$ cat src/rtl/mul_seq_if.sv
// mul_seq_if: operand/result handshake bundle for the mul_seq iterative multiplier.
// The acc signal exists only when MUL_SEQ_ACC_EN is defined.
interface mul_seq_if #(
  parameter int N_BIT = 4
);
  localparam int RES_SIZE = 2 * N_BIT;

  logic                in_valid;
  logic                in_ready;
  logic [N_BIT-1:0]    A;
  logic [N_BIT-1:0]    B;
  logic                mul_type;
`ifdef MUL_SEQ_ACC_EN
  logic                acc;
`endif
  logic                out_valid;
  logic                out_ready;
  logic [RES_SIZE-1:0] product;
  logic                busy;

  // Producer/consumer side (drives operands, takes the product)
  modport master (
    output in_valid, A, B, mul_type,
`ifdef MUL_SEQ_ACC_EN
    output acc,
`endif
    output out_ready,
    input  in_ready, out_valid, product, busy
  );

  // Multiplier side
  modport slave (
    input  in_valid, A, B, mul_type,
`ifdef MUL_SEQ_ACC_EN
    input  acc,
`endif
    input  out_ready,
    output in_ready, out_valid, product, busy
  );
endinterface

$ cat src/rtl/mul_seq.sv
// mul_seq: iterative shift-add multiplier, one multiplier bit per cycle (LSB first),
// unsigned or two's-complement signed, with valid/ready handshakes on both sides.
// Optional compile-time feature: MUL_SEQ_ACC_EN adds an accumulate request (bus.acc)
// that seeds the partial-product accumulator with the previous product.
module mul_seq #(
  parameter int N_BIT = 4
) (
  input logic     clk,
  input logic     rst,
  mul_seq_if.slave bus
);
  localparam int RES_SIZE = 2 * N_BIT;
  localparam int CW       = $clog2(N_BIT);

  typedef enum logic [1:0] {IDLE, RUN, DONE} state_t;

  state_t              state, state_nxt;
  logic [CW-1:0]       cnt;
  logic [N_BIT-1:0]    b_reg;
  logic                type_reg;
  logic [RES_SIZE-1:0] a_ext;
  logic [RES_SIZE-1:0] accum;
  logic [RES_SIZE-1:0] addend;
  logic [RES_SIZE-1:0] accum_nxt;
  logic [RES_SIZE-1:0] product_q;
  logic                in_ready_c;
  logic                out_valid_c;
  logic                busy_c;
  logic                accept;
  logic                last;

  assign accept = bus.in_valid && in_ready_c;
  assign last   = (cnt == CW'(N_BIT - 1));

  // State register
  always_ff @(posedge clk) begin
    if (rst) state <= IDLE;
    else     state <= state_nxt;
  end

  // Next-state and handshake outputs
  always_comb begin
    state_nxt   = state;
    in_ready_c  = 1'b0;
    out_valid_c = 1'b0;
    busy_c      = 1'b1;
    case (state)
      IDLE: begin
        busy_c     = 1'b0;
        in_ready_c = !rst;
        if (bus.in_valid && !rst) state_nxt = RUN;
      end
      RUN: begin
        if (last) state_nxt = DONE;
      end
      DONE: begin
        out_valid_c = 1'b1;
        if (bus.out_ready) state_nxt = IDLE;
      end
      default: state_nxt = IDLE;
    endcase
  end

  // One shift-add step; the sign bit's weight is negative for signed operands,
  // so the final step subtracts instead of adding.
  always_comb begin
    addend    = b_reg[cnt] ? (a_ext << cnt) : '0;
    accum_nxt = (type_reg && last) ? (accum - addend) : (accum + addend);
  end

  // Operand capture, accumulation and result register
  always_ff @(posedge clk) begin
    if (rst) begin
      cnt       <= '0;
      b_reg     <= '0;
      type_reg  <= 1'b0;
      a_ext     <= '0;
      accum     <= '0;
      product_q <= '0;
    end else begin
      case (state)
        IDLE: begin
          if (accept) begin
            a_ext    <= bus.mul_type ? {{N_BIT{bus.A[N_BIT-1]}}, bus.A}
                                     : {{N_BIT{1'b0}}, bus.A};
            b_reg    <= bus.B;
            type_reg <= bus.mul_type;
            cnt      <= '0;
`ifdef MUL_SEQ_ACC_EN
            accum    <= bus.acc ? product_q : '0;
`else
            accum    <= '0;
`endif
          end
        end
        RUN: begin
          accum <= accum_nxt;
          cnt   <= cnt + 1'b1;
          if (last) product_q <= accum_nxt;
        end
        default: ;
      endcase
    end
  end

  assign bus.in_ready  = in_ready_c;
  assign bus.out_valid = out_valid_c;
  assign bus.busy      = busy_c;
  assign bus.product   = product_q;
endmodule

$ cat src/flat_wrapper.sv
// flat-port wrapper written by rule: the top's interface ports become plain ports
module mul_seq_flat 
#(
  parameter int N_BIT = 4
)
  (clk, rst, bus_in_valid, bus_A, bus_B, bus_mul_type, bus_out_ready, bus_in_ready, bus_out_valid, bus_product, bus_busy);
  mul_seq_if #(.N_BIT(N_BIT)) bus_i ();
  input logic clk;
  input logic rst;
  input wire logic [$bits(bus_i.in_valid)-1:0] bus_in_valid;
  input wire logic [$bits(bus_i.A)-1:0] bus_A;
  input wire logic [$bits(bus_i.B)-1:0] bus_B;
  input wire logic [$bits(bus_i.mul_type)-1:0] bus_mul_type;
  input wire logic [$bits(bus_i.out_ready)-1:0] bus_out_ready;
  output wire logic [$bits(bus_i.in_ready)-1:0] bus_in_ready;
  output wire logic [$bits(bus_i.out_valid)-1:0] bus_out_valid;
  output wire logic [$bits(bus_i.product)-1:0] bus_product;
  output wire logic [$bits(bus_i.busy)-1:0] bus_busy;
  assign bus_i.in_valid = bus_in_valid;
  assign bus_i.A = bus_A;
  assign bus_i.B = bus_B;
  assign bus_i.mul_type = bus_mul_type;
  assign bus_i.out_ready = bus_out_ready;
  assign bus_in_ready = bus_i.in_ready;
  assign bus_out_valid = bus_i.out_valid;
  assign bus_product = bus_i.product;
  assign bus_busy = bus_i.busy;
  mul_seq #(.N_BIT(N_BIT)) u_core (.clk(clk), .rst(rst), .bus(bus_i));
endmodule
$ cat config.mk
export PLATFORM = sky130hd
export DESIGN_NAME = mul_seq_flat
export DESIGN_NICKNAME = d
export VERILOG_FILES = /design/src/rtl/mul_seq_if.sv /design/src/rtl/mul_seq.sv /design/src/flat_wrapper.sv
export SDC_FILE = /design/constraint.sdc
export NUM_CORES = 1
export LEC_CHECK = 0
export CAP_MARGIN = 30
export CORE_MARGIN = 5
export CORE_UTILIZATION = 55
export DETAILED_ROUTE_END_ITERATION = 8
export MAX_ROUTING_LAYER = met4
export PLACE_DENSITY = 0.86
export REMOVE_ABC_BUFFERS = 1
export SYNTH_ARGS = -nofsm -noshare
export SYNTH_HDL_FRONTEND = slang
export SYNTH_SLANG_ARGS = --single-unit
$ cat constraint.sdc
create_clock -name clk -period 2.95 [get_ports clk]
set_input_delay 0.4425 -clock clk [delete_from_list [all_inputs] [get_ports clk]]
set_output_delay 0.4425 -clock clk [all_outputs]
set_load 0.05 [all_outputs]
==> flow_metrics.py <==
metrics = {
    "global_routing": {
        "grt_pass1_vias": 1437,
        "antenna_found_initial": 0,
        "grt_start_max_net_pins": 33,
        "overflow": 0,
        "grtUsageTotal_pct": 18.99,
        "grt_pass1_wl_um": 6341,
    },
    "clock_tree": {
        "cts_made_buffers": 5,
        "hold_buffers": 0,
        "clk_pin_slew_ns": 0.09,
        "cts_tree": "yes",
        "clock-root-buffer": "clkbuf_4",
        "clk_latency_ns": 0.33,
        "clockBufferDepth": 2,
        "cts_sinks": 30,
        "cts_max_level": 2,
    },
    "detailed_routing": {
        "via_per_inst": 5.497,
        "met2_length_um": 1827,
        "top_layer": "met4",
        "vias": 1627,
        "wl_met3_um": 128,
        "routedWlPerCell_um": 12.95,
        "wl_um": 3833,
        "initialDrtViolationCount": 94,
        "postRouteAntennaNets": 0,
        "drcViolationCount": 0,
        "met1_length_um": 1785,
        "drt_pre_antenna_iters": 4,
    },
    "placed_design": {
        "place_hpwl_um": 2873,
        "postPlaceCellArea_sq_um": 2103,
        "post-place-ws_ns": -0.03768,
        "gp_congestion": 0.8321,
        "port_buffers": 23,
    },
    "setup_path": {
        "worstPathRequired_ns": 3.20,
        "crit_type": "register to register",
        "cpMaxStageDelayCell": "mux4_2",
        "endpoint_kind": "register",
        "crit_fanout": 13,
        "reg2reg_depth": 10,
        "reg2reg_to": "u_core.bus.product[7]$_SDFFE_PP0P_",
        "cp_num_buf_inv": 0,
        "path_cells": "mux4_2 > a211o_2 > o21ai_0 > a22oi_1 > ha_1 > a21oi_1 > nand3_1 > a31oi_1 > xnor2_1 > o31ai_1",
        "arrival_ns": 3.00,
        "rrSetupSlack_ns": 0.20,
        "critPathLaunchType": "register",
        "max_stage_delay_ns": 0.56,
        "timing.rr.start": "u_core.cnt[0]$_SDFFE_PP0P_",
        "critical-path-top-delay-family": "compound AO/OA/AOI/OAI gates",
    },
    "sta": {
        "fin_setup_tns_ns": 0,
        "rsz0062_at_grt": "no",
        "drv_slew": 0,
        "setup_viol": 0,
        "final_hold_viol_count": 0,
        "max_freq_mhz": 363.8,
        "fin_ws_ns": 0.2009,
        "skew_ns": 0.002400,
        "tightest_slew_ns": 0.6593,
        "min_period_ns": 2.749,
        "slew_headroom_pct": 55.96,
        "finalCritPeriodShare_pct": 93.19,
    },
    "synthesis": {
        "syn_avg_cell_area_sq_um": 8.124,
        "async_flop_share_pct": 0,
        "syn_inst": 225,
        "synth_edf_count": 0,
        "synth_cell_types": 37,
        "synth_top_area_share_pct": 32.85,
        "netlist_top_cells_area": "dfxtp_1 (33%), nand2_1 (8.2%), ha_1 (6.2%), a21oi_1 (5.7%), nand3b_1 (5.3%)",
        "ys_warn_count": 0,
        "synth_top_area_cell": "dfxtp_1",
        "yosysMostFrequentCell": "nand2_1",
        "ys_seq_elements": 30,
        "synth_commonest_cells": "nand2_1 (40), dfxtp_1 (30), a21oi_1 (21), nor2_1 (21), nand3b_1 (13)",
        "syn_area_sq_um": 1828,
        "ys_dominant_reg_cell": "dfxtp_1",
        "yosysSeqAreaShare_pct": 32.85,
    },
    "die": {
        "initial_core_util_pct": 55.66,
        "fp.coreArea_sq_um": 3284,
        "dieArea_sq_um": 4577,
        "placementRows": 21,
        "die_x_um": 67.65,
        "io_pins": 24,
        "die_y_um": 67.65,
    },
    "layout": {
        "fin_area_sq_um": 2192,
        "nFillCells": 272,
        "drive_gt1_share_pct": 9.600,
        "nNetsFinal": 273,
        "synthToLayoutAreaGrowth_pct": 19.92,
        "post-route-util_pct": 66.74,
        "n_antenna_cell": 0,
    },
    "power_and_ir_drop": {
        "p_per_area_nw_per_um2": 495.8,
        "power_mw": 1.087,
        "peakVddDrop_mv": 0.2973,
        "power.leakage_nw": 0.8378,
    },
    "run_status": {
        "status": "completed",
    },
    "min_path": {
        "hold_end": "u_core.bus.product[5]$_SDFFE_PP0P_",
        "whs_path_depth": 2,
        "min_from": "u_core.bus.product[5]$_SDFFE_PP0P_",
        "min_path_type": "register to register",
    },
    "run": {
        "drv_cap": 0,
    },
}
-- logic make-up (layout without fill, tap and decap cells) --
family | Yosys count | after routing | share of synthesized area (%)
AND/OR/NAND/NOR | 99 | 99 | 25.74
AO/OA/AOI/OAI | 49 | 49 | 17.52
flip-flops | 30 | 30 | 32.85
buffers and inverters | 17 | 42 | 4.723
adder cells (fa/ha/maj) | 10 | 10 | 7.255
XOR/XNOR | 10 | 10 | 4.792
multiplexers | 10 | 10 | 7.118
-- report_power, final --
part	internal [mW]	switching (mW)
clock	0.197	0.145
combinational	0.139	0.152
sequential	0.429	0.0251
total	0.765	0.322
-- worst max-delay path by stage --
stage	from	end	cells after the start
floorplan	u_core.cnt[0]$_SDFFE_PP0P_	u_core.bus.product[7]$_SDFFE_PP0P_	10
global placement	u_core.cnt[0]$_SDFFE_PP0P_	u_core.bus.product[7]$_SDFFE_PP0P_	10
detailed placement	u_core.cnt[0]$_SDFFE_PP0P_	u_core.bus.product[7]$_SDFFE_PP0P_	10
CTS	u_core.cnt[0]$_SDFFE_PP0P_	u_core.bus.product[7]$_SDFFE_PP0P_	10
global route	u_core.cnt[0]$_SDFFE_PP0P_	u_core.accum[7]$_SDFFE_PP0P_	10
finish	u_core.cnt[0]$_SDFFE_PP0P_	u_core.bus.product[7]$_SDFFE_PP0P_	10
-- cells in the final DEF, fill, tap and decap left out, types with 2 or more instances in the layout --
| cell type | instances |
|---|---|
| nand2_1 | 40 |
| dfxtp_1 | 29 |
| clkdlybuf4s50_1 | 22 |
| nor2_1 | 21 |
| a21oi_1 | 20 |
| nand3b_1 | 13 |
| nand3_1 | 10 |
| ha_1 | 9 |
| xnor2_1 | 8 |
| inv_1 | 7 |
| mux2i_1 | 7 |
| a21o_1 | 5 |
| a22oi_1 | 5 |
| clkbuf_4 | 5 |
| buf_4 | 5 |
| nor2b_1 | 4 |
| o21ai_0 | 4 |
| nand2b_1 | 3 |
| and2_1 | 3 |
| mux4_2 | 2 |
| o21a_1 | 2 |
| xor2_1 | 2 |
| or2_2 | 2 |
| o21bai_1 | 2 |
| a211oi_1 | 2 |
| o31ai_1 | 2 |
-- metal layers --
metal	GRT usage [%]	up-vias
met1	23.73	753
met4	8.354	0
li1	-	830
met3	4.659	14
met2	28.92	30
met5	-	-
-- cell type report --
class | count | area, sq um | share of cell area, %
Clock buffer | 6 | 51.30 | 2.340
Clock inverter | 1 | 30.03 | 1.370
Inverter | 7 | 26.28 | 1.199
Multi-Input combinational cell | 178 | 1145 | 52.23
Sequential cell | 30 | 604.3 | 27.57
Tap cell | 46 | 57.56 | 2.626
Timing Repair Buffer | 28 | 277.8 | 12.67
-- through the flow --
| step | hold slack [ns] | cells |
|---|---|---|
| 2_1_floorplan | 0.4389 | 215 |
| 3_3_place_gp | 0.4424 | 289 |
| 3_5_place_dp | 0.4541 | 289 |
| 4_1_cts | 0.4672 | 296 |
| 5_1_grt | 0.4799 | 296 |
| 6_report | 0.4670 | 296 |
-- worst min-delay path: cells and delay by family (launching register included) --
family          cells  cell delay (ns)
flops               1             0.32
simple gates        1             0.05
compound gates      1             0.05
-- repair_timing --
item,CTS,global route
endpoints found under the setup margin,4,4
buffers inserted,0,0
resized for setup,1,2
Note: power is estimated with default switching activity, not from simulation.
